**src/rtl/rx_fifo_drain_ctrl.sv**
```systemverilog
// ---------------------------------------------------------------------------
// rx_fifo_drain_ctrl
//
// Read-side controller for the receive FIFO. Pops bytes from a
// first-word-fall-through FIFO and packs them little-endian into 32-bit words
// for the downstream packet buffer (valid/ready). A word is closed when it
// holds 4 bytes, when an end-of-packet is pending and the FIFO has drained
// (word_last=1, possibly zero-length), or after TIMEOUT_CYCLES idle cycles
// with a partial word (word_last=0).
//
// Ports:
//   clk           in   system clock, rising edge
//   n_rst         in   asynchronous active-low reset
//   fifo_empty    in   FIFO empty flag
//   fifo_rdata    in   FIFO head byte, valid while fifo_empty=0
//   fifo_r_enable out  pop strobe, head consumed at the same rising edge
//   eop           in   one-cycle end-of-packet pulse from the receiver
//   clear         in   synchronous abort of the current word/packet
//   word_out      out  packed word, first byte in [7:0], unused lanes 0
//   word_bytes    out  valid byte count 0..4
//   word_last     out  word closes the packet
//   word_valid    out  word available
//   word_ready    in   downstream accepts the word when word_valid=1
// ---------------------------------------------------------------------------
module rx_fifo_drain_ctrl #(
    parameter int TIMEOUT_CYCLES = 16
) (
    input  logic        clk,
    input  logic        n_rst,
    input  logic        fifo_empty,
    input  logic [7:0]  fifo_rdata,
    output logic        fifo_r_enable,
    input  logic        eop,
    input  logic        clear,
    output logic [31:0] word_out,
    output logic [2:0]  word_bytes,
    output logic        word_last,
    output logic        word_valid,
    input  logic        word_ready
);

    localparam int TW = (TIMEOUT_CYCLES > 1) ? $clog2(TIMEOUT_CYCLES) : 1;
    localparam logic [TW-1:0] TIMER_LAST =
        (TIMEOUT_CYCLES > 0) ? TW'(TIMEOUT_CYCLES - 1) : '0;
    localparam logic TIMEOUT_ON = (TIMEOUT_CYCLES > 0);

    localparam logic [0:0] ST_FILL = 1'b0;
    localparam logic [0:0] ST_HOLD = 1'b1;

    logic [0:0]    r_state;
    logic [2:0]    r_byte_cnt;
    logic [TW-1:0] r_timer;
    logic          r_eop_pending;
    logic [31:0]   r_shift;
    logic [31:0]   r_word_out;
    logic [2:0]    r_word_bytes;
    logic          r_word_last;

    logic        w_in_fill;
    logic        w_full;
    logic        w_has_bytes;
    logic        w_flush_full;
    logic        w_flush_eop;
    logic        w_flush_tmo;
    logic        w_flush;
    logic        w_pop;
    logic        w_tick;
    logic        w_accept;
    logic [31:0] w_shift_loaded;

    // Decision terms for FILL, ordered by priority: clear, full word,
    // drained end-of-packet, idle timeout, pop.
    assign w_in_fill    = (r_state == ST_FILL);
    assign w_full       = (r_byte_cnt == 3'd4);
    assign w_has_bytes  = (r_byte_cnt != 3'd0);
    assign w_flush_full = w_in_fill & ~clear & w_full;
    assign w_flush_eop  = w_in_fill & ~clear & ~w_full & fifo_empty & r_eop_pending;
    assign w_flush_tmo  = w_in_fill & ~clear & ~w_full & fifo_empty & ~r_eop_pending
                        & TIMEOUT_ON & w_has_bytes & (r_timer == TIMER_LAST);
    assign w_flush      = w_flush_full | w_flush_eop | w_flush_tmo;
    assign w_pop        = w_in_fill & ~clear & ~w_full & ~fifo_empty;

    // The idle timer only runs while a partial word waits on an empty FIFO
    // with no packet end in sight; a pending eop closes the word instead.
    assign w_tick   = w_in_fill & ~clear & fifo_empty & w_has_bytes
                    & ~r_eop_pending & ~w_flush & TIMEOUT_ON;
    assign w_accept = (r_state == ST_HOLD) & word_ready;

    // Pop is combinational on the FIFO flag; gating with n_rst keeps the
    // FIFO untouched while the block is held in reset.
    assign fifo_r_enable = w_pop & n_rst;

    assign word_out   = r_word_out;
    assign word_bytes = r_word_bytes;
    assign word_last  = r_word_last;
    assign word_valid = (r_state == ST_HOLD);

    // NOTE: every signal driven in always_comb gets a default first, so no
    // path leaves it unassigned and no latch is inferred.
    always_comb begin
        w_shift_loaded = r_shift;
        for (int lane = 0; lane < 4; lane++) begin
            if (r_byte_cnt == 3'(lane)) begin
                w_shift_loaded[lane*8 +: 8] = fifo_rdata;
            end
        end
    end

    // NOTE: state registers use non-blocking assignments so every flop
    // samples pre-edge values regardless of block evaluation order.
    always_ff @(posedge clk or negedge n_rst) begin
        if (!n_rst) begin
            r_state       <= ST_FILL;
            r_byte_cnt    <= 3'd0;
            r_timer       <= '0;
            r_eop_pending <= 1'b0;
        end else begin
            case (r_state)
                ST_FILL: if (w_flush)             r_state <= ST_HOLD;
                ST_HOLD: if (clear | word_ready)  r_state <= ST_FILL;
                default:                          r_state <= ST_FILL;
            endcase

            if (clear | w_flush)  r_byte_cnt <= 3'd0;
            else if (w_pop)       r_byte_cnt <= r_byte_cnt + 3'd1;

            if (clear | w_flush | w_pop) r_timer <= '0;
            else if (w_tick)             r_timer <= r_timer + 1'b1;

            // clear beats a same-cycle eop; a new eop beats the clear that
            // accepting the previous packet's last word would cause.
            if (clear)                          r_eop_pending <= 1'b0;
            else if (eop)                       r_eop_pending <= 1'b1;
            else if (w_accept & r_word_last)    r_eop_pending <= 1'b0;
        end
    end

    always_ff @(posedge clk or negedge n_rst) begin
        if (!n_rst) begin
            r_shift      <= 32'd0;
            r_word_out   <= 32'd0;
            r_word_bytes <= 3'd0;
            r_word_last  <= 1'b0;
        end else begin
            if (clear | w_flush) r_shift <= 32'd0;
            else if (w_pop)      r_shift <= w_shift_loaded;

            // Output word is captured once at flush and held through HOLD.
            if (w_flush) begin
                r_word_out   <= r_shift;
                r_word_bytes <= r_byte_cnt;
                r_word_last  <= w_flush_eop;
            end
        end
    end

endmodule

```
**config.mk**
```make
export PLATFORM = sky130hd
export DESIGN_NAME = rx_fifo_drain_ctrl
export DESIGN_NICKNAME = d
export VERILOG_FILES = /design/src/rtl/rx_fifo_drain_ctrl.sv
export SDC_FILE = /design/constraint.sdc
export NUM_CORES = 1
export LEC_CHECK = 0
export CAP_MARGIN = 20
export CORE_AREA = 2 2 67 117
export CTS_CLUSTER_SIZE = 12
export DETAILED_ROUTE_END_ITERATION = 16
export DIE_AREA = 0 0 69 119
export PLACE_DENSITY = 0.78
export SYNTH_ARGS = -nofsm -noshare
export SYNTH_HDL_FRONTEND = slang
export SYNTH_SLANG_ARGS = --single-unit
```
**constraint.sdc**
```tcl
create_clock -name clk -period 1.99 [get_ports clk]
set_clock_uncertainty 0.15 [all_clocks]
set_input_delay 0.199 -clock clk [delete_from_list [all_inputs] [get_ports clk]]
set_output_delay 0.199 -clock clk [all_outputs]
set_load 0.02 [all_outputs]
```
==> impl_metrics.py <==
metrics = {
    "yosys": {
        "synth_cell_types": 33,
        "synthSimpleGateAreaFrac_pct": 12.8,
        "syn_area_per_cell_um2": 12.1,
        "syn_area_mm2": 0.00335,
        "yosys_register_bits": 77,
        "syn_nets": 297,
        "synth_adder_area_share_pct": 2.24,
        "synth_compound_area_share_pct": 7.61,
        "yosysWarnings": 0,
        "synthMuxAreaShare_pct": 15.3,
        "synth_xor_area_share_pct": 1.04,
        "yosys.area.top_type": "dfrtp_1",
        "ys_seq_area_share_pct": 57.5,
        "synthTopCellsByArea": "dfrtp_1 (57%), mux2_4 (13%), nand3_1 (5.2%)",
        "syn_inst": 277,
        "synth_top_family_by_area": "multiplexers",
        "synth_top_area_share_pct": 57.5,
    },
    "job": {
        "maxCapViolCount": 0,
    },
    "critical_path": {
        "worstPathArrival_ns": 1.57,
        "path_class": "reg2out",
        "endpoint_kind": "output pin",
        "crit_required_ns": 1.64,
        "critPathLaunchType": "flop",
        "path_max_fanout": 2,
    },
    "layout": {
        "nets": 361,
        "synthToLayoutAreaGrowth_pct": 33.2,
        "final-instance-count-excl-fill": 434,
        "fin_area_mm2": 0.00447,
        "drive_gt1_share_pct": 22.8,
        "n_antenna_cell": 0,
    },
    "run_status": {
        "status": "finished clean",
    },
    "grt": {
        "grt_use_met1_pct": 20.9,
        "grt_pass1_vias": 2423,
        "grt_pass1_wl_mm": 12.0,
        "busiest_layer": "met2",
        "antenna_found_initial": 0,
        "grt_usage_pct": 19.1,
        "met3_usage_pct": 3.81,
        "grt_start_max_net_pins": 78,
        "grt-ovfl-total": 0,
        "grt_use_met2_pct": 34.0,
    },
    "min_path": {
        "hold_path.class": "in2async",
    },
    "clock_tree": {
        "cts_tree": "built",
        "insertion_delay_ns": 0.33,
        "cts.sinks": 77,
        "cts_root_buffer": "clkbuf_16",
        "cts_buffers": 9,
        "cts_max_level": 3,
        "clockBufferDepth": 2,
        "post_cts_buffers": 0,
        "clk_pin_slew_ns": 0.06,
    },
    "placed_design": {
        "dp.cells": 417,
        "port_buffers": 51,
        "place_hpwl_mm": 5.14,
        "gp_congestion": 0.761,
        "place_ws_ns": -0.166,
        "place_area_mm2": 0.00408,
    },
    "die": {
        "rows": 42,
        "ioPinCount": 52,
        "dieHeight_um": 119,
        "die-area_mm2": 0.00821,
        "start_util_pct": 45.6,
        "coreArea_mm2": 0.00736,
        "fp.dieW_um": 69,
    },
    "pwr": {
        "vdd_drop_max_mv": 0.549,
        "p_total_mw": 4.16,
        "power.density_mw_per_mm2": 932,
        "p_leak_nw": 2.07,
    },
    "route": {
        "firstDrtPassIters": 4,
        "drc": 0,
        "postRouteWirelength_mm": 7.33,
        "drtIter0Drc": 155,
        "ant_nets": 0,
        "wl_per_cell_um": 16.9,
        "vias": 2314,
        "viasPerCell": 5.33,
    },
    "timing": {
        "fmax_mhz": 521,
        "maxSlewHeadroom_pct": 72.7,
        "finalSetupViolations": 0,
        "drv_slew": 0,
        "fin_ws_ns": 0.0691,
        "tns_ns": 0,
        "min_period_ns": 1.92,
        "tightestPinTransition_ns": 0.409,
        "hold_viol": 0,
        "period_share_pct": 96.5,
    },
}
## metal layers
metal / wire length [um] / share of wire [%]
met5: 0 / 0
met2: 4240 / 58
met3: 247 / 3.4
met1: 2660 / 36
met4: 178 / 2.4
## sequential cells by signal, indices dropped and copies added (netlist names)
register       count
r_eop_pending      1
word_bytes         3
r_byte_cnt         3
word_valid         1
word_out          32
r_shift           32
r_timer            4
word_last          1
## kinds of logic after synthesis
family / after synthesis
xor gates and xnor gates: 4
buffers and inverters: 21
muxes: 36
DFF: 77
AOI/OAI and AO/OA: 42
adders and majority gates: 6
and+or+nand+nor: 91
## power by group
part / leakage, nW / total [mW] / internal (mW) / switching (mW)
logic: 0.818 / 0.501 / 0.233 / 0.269
clock network: 0.183 / 2.00 / 1.39 / 0.620
registers: 1.07 / 1.66 / 1.62 / 0.0365
total: 2.07 / 4.16 / 3.24 / 0.925
## cells in the final DEF (no fill, tap or decap), drive strengths merged, types with 2 or more instances in the layout
| master | Yosys | final |
|---|---|---|
| buf | 11 | 20 |
| nor3 | 4 | 4 |
| a21oi | 34 | 34 |
| xor2 | 3 | 3 |
| bufinv | 0 | 4 |
| clkinv | 0 | 2 |
| ha | 6 | 6 |
| clkbuf | 6 | 10 |
| dfrtp | 77 | 77 |
| nor2 | 6 | 6 |
| nand3 | 35 | 35 |
| inv | 4 | 4 |
| mux2 | 35 | 35 |
| nand2 | 40 | 40 |
| clkdlybuf4s50 | 0 | 49 |
## synthesized netlist by cell type
library cell	number
a2111oi_4	1
a211oi_1	1
a21boi_0	1
a21o_1	1
a21oi_1	34
a41o_1	1
and2_1	1
and3_1	1
buf_2	6
buf_4	2
buf_6	3
clkbuf_1	5
clkbuf_2	1
dfrtp_1	77
ha_1	6
inv_1	4
mux2_2	6
mux2_4	29
mux2i_1	1
nand2_1	39
nand2_4	1
nand2b_1	1
nand3_1	35
nand4_1	1
nor2_1	6
nor3_1	4
nor4_4	1
nor4b_1	1
o211ai_2	1
o21ai_0	1
o31ai_1	1
xnor2_1	1
xor2_1	3
## per-stage QoR
| step | hold slack (ns) | utilization, % |
|---|---|---|
| final | 0.310 | 60.7 |
| after global routing | 0.318 | 60.7 |
| after CTS | 0.304 | 60.6 |
| after detailed placement | 0.152 | 55.5 |
| after global placement | 0.145 | 55.5 |
| after floorplan | -0.247 | - |
## what timing repair did
item | CTS | global route
pin swaps | 0 | 1
resized for setup | 4 | 3
hold buffers | 1 | 0
setup endpoints to repair | 1 | 28
endpoints found under the hold margin | 77 | 0
## worst max-delay path, cell delays in order (launching register included)
cell	delay, ns
dfrtp_1	0.34
inv_1	0.08
ha_4	0.17
a2111oi_4	0.32
and2_4	0.19
buf_4	0.13
## path summary, 6_finish.rpt
kind	from	endpoint	slack [ns]	cells past startpoint
min in group clk	word_ready	word_valid	0.31	2
max in group asynchronous	n_rst	r_shift[13]	1.05	3
worst max-delay path	r_byte_cnt[1]	fifo_r_enable	0.07	5
worst min-delay path	n_rst	word_out[12]	0.31	3
worst min register to register	r_shift[21]	word_out[21]	0.36	1
worst max register to register	r_byte_cnt[1]	word_out[8]	0.10	8
## final cells by class
cell class / count / area, um2
clock inverter: 6 / 134
timing repair buffer: 70 / 717
tap: 88 / 110
fill: 582 / 2890
multi-input combinational: 179 / 1330
clock buffer: 10 / 239
sequential: 77 / 1930
inverter: 4 / 15.0
Power figures use the tool's default switching activity.
